--- src/rtl/axi_s_m_pktbuf.sv ---
// AXI4-Stream master with a store-and-forward packet FIFO; a whole packet is
// released once its last beat is buffered, or in cut-through when the FIFO fills.
module axi_s_m_pktbuf #(
   parameter int DW    = 8,
   parameter int DEPTH = 16,
   parameter int CW    = 16
) (
   input  logic                     s_aclk,
   input  logic                     s_resetn,
   input  logic                     wr_en,
   input  logic [DW-1:0]            wr_data,
   input  logic                     wr_last,
   output logic                     wr_full,
   output logic                     overflow,
   output logic                     m_tvalid,
   output logic [DW-1:0]            m_tdata,
   output logic                     m_tlast,
   input  logic                     m_tready,
   output logic [$clog2(DEPTH):0]   pkts_pending,
   output logic [CW-1:0]            pkts_sent
);

   localparam int AW = $clog2(DEPTH);
   localparam logic [0:0] IDLE = 1'b0;
   localparam logic [0:0] SEND = 1'b1;
   localparam logic [AW:0] FULL_CNT = (AW+1)'(DEPTH);

   logic [DW:0]   mem_q [DEPTH];
   logic [AW-1:0] wr_ptr_q, wr_ptr_d;
   logic [AW-1:0] rd_ptr_q, rd_ptr_d;
   logic [AW:0]   count_q, count_d;
   logic [AW:0]   pend_q, pend_d;
   logic [CW-1:0] sent_q, sent_d;
   logic          ovf_q, ovf_d;
   logic [0:0]    state_q, state_d;

   logic          push, pop, pop_last, push_last;
   logic [DW:0]   head;

   assign head      = mem_q[rd_ptr_q];
   assign wr_full   = (count_q == FULL_CNT);
   assign m_tvalid  = (state_q == SEND) && (count_q != '0);
   assign m_tdata   = m_tvalid ? head[DW-1:0] : '0;
   assign m_tlast   = m_tvalid & head[DW];
   assign overflow  = ovf_q;
   assign pkts_pending = pend_q;
   assign pkts_sent = sent_q;

   // A push against a full FIFO is dropped even if a pop frees a slot this cycle.
   assign push      = wr_en & ~wr_full;
   assign pop       = m_tvalid & m_tready;
   assign pop_last  = pop & head[DW];
   assign push_last = push & wr_last;

   always_comb begin
      wr_ptr_d = wr_ptr_q;
      rd_ptr_d = rd_ptr_q;
      count_d  = count_q;
      pend_d   = pend_q;
      sent_d   = sent_q;
      ovf_d    = ovf_q;
      state_d  = state_q;

      if (push) wr_ptr_d = wr_ptr_q + AW'(1);
      if (pop)  rd_ptr_d = rd_ptr_q + AW'(1);

      case ({push, pop})
         2'b10:   count_d = count_q + (AW+1)'(1);
         2'b01:   count_d = count_q - (AW+1)'(1);
         default: count_d = count_q;
      endcase

      case ({push_last, pop_last})
         2'b10:   pend_d = pend_q + (AW+1)'(1);
         2'b01:   pend_d = pend_q - (AW+1)'(1);
         default: pend_d = pend_q;
      endcase

      if (pop_last)         sent_d = sent_q + CW'(1);
      if (wr_en && wr_full) ovf_d  = 1'b1;

      // Full FIFO with no complete packet means a packet longer than DEPTH: stream it.
      case (state_q)
         IDLE:    if ((pend_q != '0) || wr_full) state_d = SEND;
         SEND:    if (pop_last) state_d = IDLE;
         default: state_d = IDLE;
      endcase
   end

   always_ff @(posedge s_aclk) begin
      if (!s_resetn) begin
         wr_ptr_q <= '0;
         rd_ptr_q <= '0;
         count_q  <= '0;
         pend_q   <= '0;
         sent_q   <= '0;
         ovf_q    <= 1'b0;
         state_q  <= IDLE;
      end else begin
         wr_ptr_q <= wr_ptr_d;
         rd_ptr_q <= rd_ptr_d;
         count_q  <= count_d;
         pend_q   <= pend_d;
         sent_q   <= sent_d;
         ovf_q    <= ovf_d;
         state_q  <= state_d;
      end
   end

   always_ff @(posedge s_aclk) begin
      if (push) mem_q[wr_ptr_q] <= {wr_last, wr_data};
   end

endmodule

--- config.mk ---
export PLATFORM = sky130hd
export DESIGN_NAME = axi_s_m_pktbuf
export DESIGN_NICKNAME = d
export VERILOG_FILES = /design/src/rtl/axi_s_m_pktbuf.sv
export SDC_FILE = /design/constraint.sdc
export NUM_CORES = 1
export LEC_CHECK = 0
export ABC_AREA = 1
export CAP_MARGIN = 10
export CORE_ASPECT_RATIO = 0.9
export CORE_MARGIN = 2
export CORE_UTILIZATION = 59
export CTS_CLUSTER_DIAMETER = 30
export DETAILED_ROUTE_END_ITERATION = 10
export PLACE_DENSITY = 0.79
export SYNTH_ARGS = -nofsm -noshare
export SYNTH_HDL_FRONTEND = slang
export SYNTH_SLANG_ARGS = --single-unit
--- constraint.sdc ---
create_clock -name s_aclk -period 2.9 [get_ports s_aclk]
set_input_delay 0.58 -clock s_aclk [delete_from_list [all_inputs] [get_ports s_aclk]]
set_output_delay 0.58 -clock s_aclk [all_outputs]
set_load 0.02 [all_outputs]
**Yosys cells after proc, flatten, opt, wreduce, memory -nomap -nowiden**

Memories as Yosys holds them, arrays and structs flattened. A register that Yosys moved wholly into a read port is not among the register bits.
Index checks and enable logic that the tools add are counted.

- Bits of input ports: 13
- Bits in registers: 36
- Memories: 1
- RAM bits: 144
- Logic and storage cells: 44
- Output and inout bits: 33

Memory list:

| name | words | width | read ports | clocked after memory_dff | write ports | line | text |
|---|---|---|---|---|---|---|---|
| mem_q | 16 | 9 | 1 | 1 | 1 | 28 | `logic [DW:0] mem_q [DEPTH];` |

- Equal/unequal tests: 5
- Bitwise gates (word level): 7
- $add $sub $neg: 7
- Reductions and logical operators: 7
- Mux-type cells: 10

Operators by type and width:

| cell | number |
|---|---|
| 5-bit case mux with 2 select lines | 2 |
| 16-bit by 1-bit adder with 16-bit output, second input constant | 1 |
| 5-bit by 1-bit adder with 5-bit output, second input constant | 2 |
| 5-bit nonzero test | 2 |
| 5-bit by 1-bit subtractor with 5-bit output, second input constant | 2 |
| 4-bit by 1-bit adder with 4-bit output, second input constant | 2 |
| 4-bit 2-to-1 mux | 2 |
| 8-bit 2-to-1 mux | 1 |
| 1-bit AND | 5 |
| 5-bit == test, second input constant | 1 |
| 2-bit by 1-bit == test with 1-bit output, second input constant | 2 |
| 2-bit == test, second input constant | 2 |
| 1-bit 2-to-1 mux | 4 |
| 2-bit nonzero test | 2 |
| 1-bit logical AND | 2 |
| 1-bit NOT | 2 |
| 1-bit case mux with 2 select lines | 1 |
| 1-bit logical OR | 1 |

**Depth between registers and ports, before layout**

- Depth after elaboration: 6
- Depth in mapped cells: 18

**Worst setup path before layout**

No wires, ideal clock.

- Path type: register to register
- From: register with a tool-made name
- To: register pend_q[4] (netlist: pkts_pending[4])
- Slack: 0.553 ns
- Library setup time: 0.132 ns
- Period minus slack after synthesis: 2.347 ns
- Arrival: 2.214 ns
- Buffers on the path: 3
- Cell stages (with the launch flop): 19
- Path through: dfxtp_1 -> buf_6 -> buf_8 -> nand2_2 -> nand3_2 -> nand3_2 -> nand3_4 -> nand3_2 -> buf_6 -> inv_1 -> ha_1 -> xor2_1 -> ha_1 -> a21o_1 -> nand3_1 -> nand2_1 -> xor2_1 -> nand2_1 -> a21oi_1

RTL lines:

| what | line | text |
|---|---|---|
| end signal, assigned | 103 | `pend_q <= pend_d;` |
| end, declared | 32 | `logic [AW:0] pend_q, pend_d;` |

**Worst setup path in the final report**

- From: register count_q[1]
- To: output port m_tvalid

- Word-level cells in the longest chain between the ends: 2

Ends and longest elaborated chain:

| what | line | text |
|---|---|---|
| start, declared | 31 | `logic [AW:0] count_q, count_d;` |
| start signal, assigned | 102 | `count_q <= count_d;` |
| 5-bit nonzero test | 42 | `assign m_tvalid = (state_q == SEND) && (count_q != '0);` |
| 1-bit logical AND | 42 |  |
| end, declared | 15 | `output logic m_tvalid,` |

No other way between the ends.

==> run metrics <==
status=complete, no violations; Final min period=about 2.8 ns; port buffer count=45; CTS Hold Bufs=0; Multi-input gate area=between 2000 and 3000 sq um; worst skew pair latency=0.43 ns; Worst setup EP type=output pin; Cells after Synth=783; clk_skew=between 0.007 and 0.008 ns; crit-path max cell delay=0.59 ns; Worst Tran Pin Value=0.597 ns; Leakage=between 3 and 4 nW; core area=13400 sq um; power per cell area=654 nW/um^2; DR iter-0 viols=670; die area=14700 sq um; HPWL Detailed=11500 um; Yosys cell types=36; gr usage total=26.5%; initial core utilization=around three fifths; crit path buf inv count=2; largest area contributor in the netlist=edfxtp_1; Reg area=5130 sq um; crit start category=flip-flop; fin util=70.7%; DR DRC count=0; chip height=roughly 120 um; most frequent cells in the layout=nor2_1, edfxtp_1, nand2_1; HP Class=reg2reg; Yosys warnings=0; max cap viols=0; final setup vio count=0; register area share after synthesis=63.2%; Clock Power Share=a little under two fifths; DIE WIDTH=128 um; Mapped Area=8110 sq um; antenna cell count=0; slowest cell on the critical path=clkdlybuf4s50_1; drt wl/cell=17.9 um; CTS tree=done; Routed Antenna Nets=0; clock sink count=between 150 and 200; post-layout net count=877; sequential fraction of design power=48.1%; num ports=46; CP delay by family, top=buffers and inverters; Synth area leaders=edfxtp_1, dfxtp_1, nor2_1; Combinational Power Share=13.8%; Hold WS=0.495 ns; Sw Pwr=about 1.6 mW; Worst VDD drop=between 0.4 and 0.5 mV; Syn Area/Cell=10.4 sq um; first-pass GRT wire length=a little under 30000 um; share of cells above drive strength 1=10.9%; top cell type's share of synthesized area=53.3%; worst path required time=2.32 ns; internal power=4.58 mW; H-tree levels=4; total CTS buffers=17; r2r setup slk=0.21 ns; gpl congestion=just under 0.9; vias=6003; max-slew violations=0; Worst Path Max Fanout=9; syn nets=811; flops & latches, synth=184; crit path kind=reg2out; f_max=0.361 GHz; DR pass1 iterations=7; period utilization=between 90% and 100%; DR vias/cell=a little under 6; P&R area growth vs syn=16.6%; sw frac=between 20% and 30%; most common cell after layout, fill and taps aside=nor2_1; drt total wl=between 15000 and 20000 um; Fillers=919; Root Driver=clkbuf_16; largest net degree at the start of global routing=37; CTS clk-pin slew, worst paths=0.06 ns; crit path cell chain=nor2_1 > nand3_1 > nand2_1 > clkinvlp_4 > clkdlybuf4s50_1; Max-slew headroom=60.1%; setup repair after global routing missed its margin=true; Max clock buf depth=2; Worst EP arrival=2.19 ns; initial antenna violation count=0; row cnt=40; vias in the first global route=~6.0k; Fin. Hold Viols=0; total gr overflow=0
cell usage after synthesis, drive strengths merged:
| cell | n |
|---|---|
| xnor2 | 2 |
| o221ai | 8 |
| inv | 55 |
| nand2 | 111 |
| o21bai | 1 |
| o22ai | 8 |
| dfxtp | 40 |
| nor4 | 1 |
| nand3b | 2 |
| buf | 23 |
| fa | 1 |
| clkbuf | 11 |
| clkinv | 2 |
| nand4 | 9 |
| edfxtp | 144 |
| nor2 | 159 |
| a21oi | 25 |
| a21o | 1 |
| o21ai | 108 |
| a31oi | 1 |
| ha | 14 |
| xor2 | 7 |
| nor3 | 4 |
| nand3 | 45 |
| o21a | 1 |
state kept, by name, summed over array words and instances (netlist names), named ones only:
signal,count
mem_q,144
pkts_sent,16
count_q,5
pkts_pending,5
rd_ptr_q,4
wr_ptr_q,4
overflow,1
state_q,1
power by group through the flow:
| stage | sequential, mW | combinational, mW | clock (mW) |
|---|---|---|---|
| floorplan | 3.02 | 0.551 | 0 |
| global placement | 3.02 | 0.799 | 0 |
| detailed placement | 3.02 | 0.834 | 0 |
| CTS | 2.97 | 0.848 | 2.37 |
| global route | 2.98 | 0.945 | 2.49 |
| finish | 2.97 | 0.855 | 2.36 |
worst paths after layout:
check,to,startpoint,cells after the start
worst min-delay path,overflow$_SDFFE_PN0P_,overflow$_SDFFE_PN0P_,2
worst max register to register,pkts_pending[4]$_SDFFE_PN0P_,flip-flop,16
worst max-delay path,m_tvalid,count_q[1]$_SDFFE_PN0P_,5
worst min register to register,overflow$_SDFFE_PN0P_,overflow$_SDFFE_PN0P_,2
per-layer routing:
layer	vias up	wire (um)	GRT usage [%]	part of all wire (%)
li1	2828	-	-	-
met1	2853	7430	33.2	40
met2	288	9300	46.2	50
met3	34	1430	6.24	7.8
met4	0	266	8.35	1.4
met5	-	0	0	0
per-stage QoR:
step	std cells	TNS (ns)	power, mW	setup WS, ns	area, sq um
after CTS	1028	0	6.19	0.0818	9440
after detailed placement	994	0	3.86	0.104	8810
after global routing	1030	-0.0318	6.41	-0.0318	9450
final	1030	0	6.18	0.132	9450
after global placement	994	0	3.82	0.193	8810
after floorplan	783	0	3.57	0.553	8110
tightest hold or removal path: stages (launching register included):
cell and delay, ns:
dfxtp_1 0.33, a21oi_1 0.05, nor2_1 0.08
layout make-up:
type	count	share of cell area (%)
Sequential cell	184	54.3
Multi-Input combinational cell	508	26.7
Timing Repair Buffer	80	7.96
Clock buffer	18	4.54
Inverter	57	2.41
Tap cell	168	2.22
Clock inverter	14	1.79
Timing Repair inverter	1	0.0662
cell families after synthesis:
logic type / synth area share (%)
and+or+nand+nor: 17.6
AOI/OAI and AO/OA: 10.1
adders and majority gates: 2.41
buffers and inverters: 5.63
xor gates and xnor gates: 0.972
DFF: 63.2
what timing repair did:
item | CTS | global route
gates resized for setup | 13 | 12
pin swaps | 0 | 1
buffers inserted | 0 | 2
endpoints found under the setup margin | 9 | 10
gates cloned | 2 | 0
(Power assumes the default switching activity.)
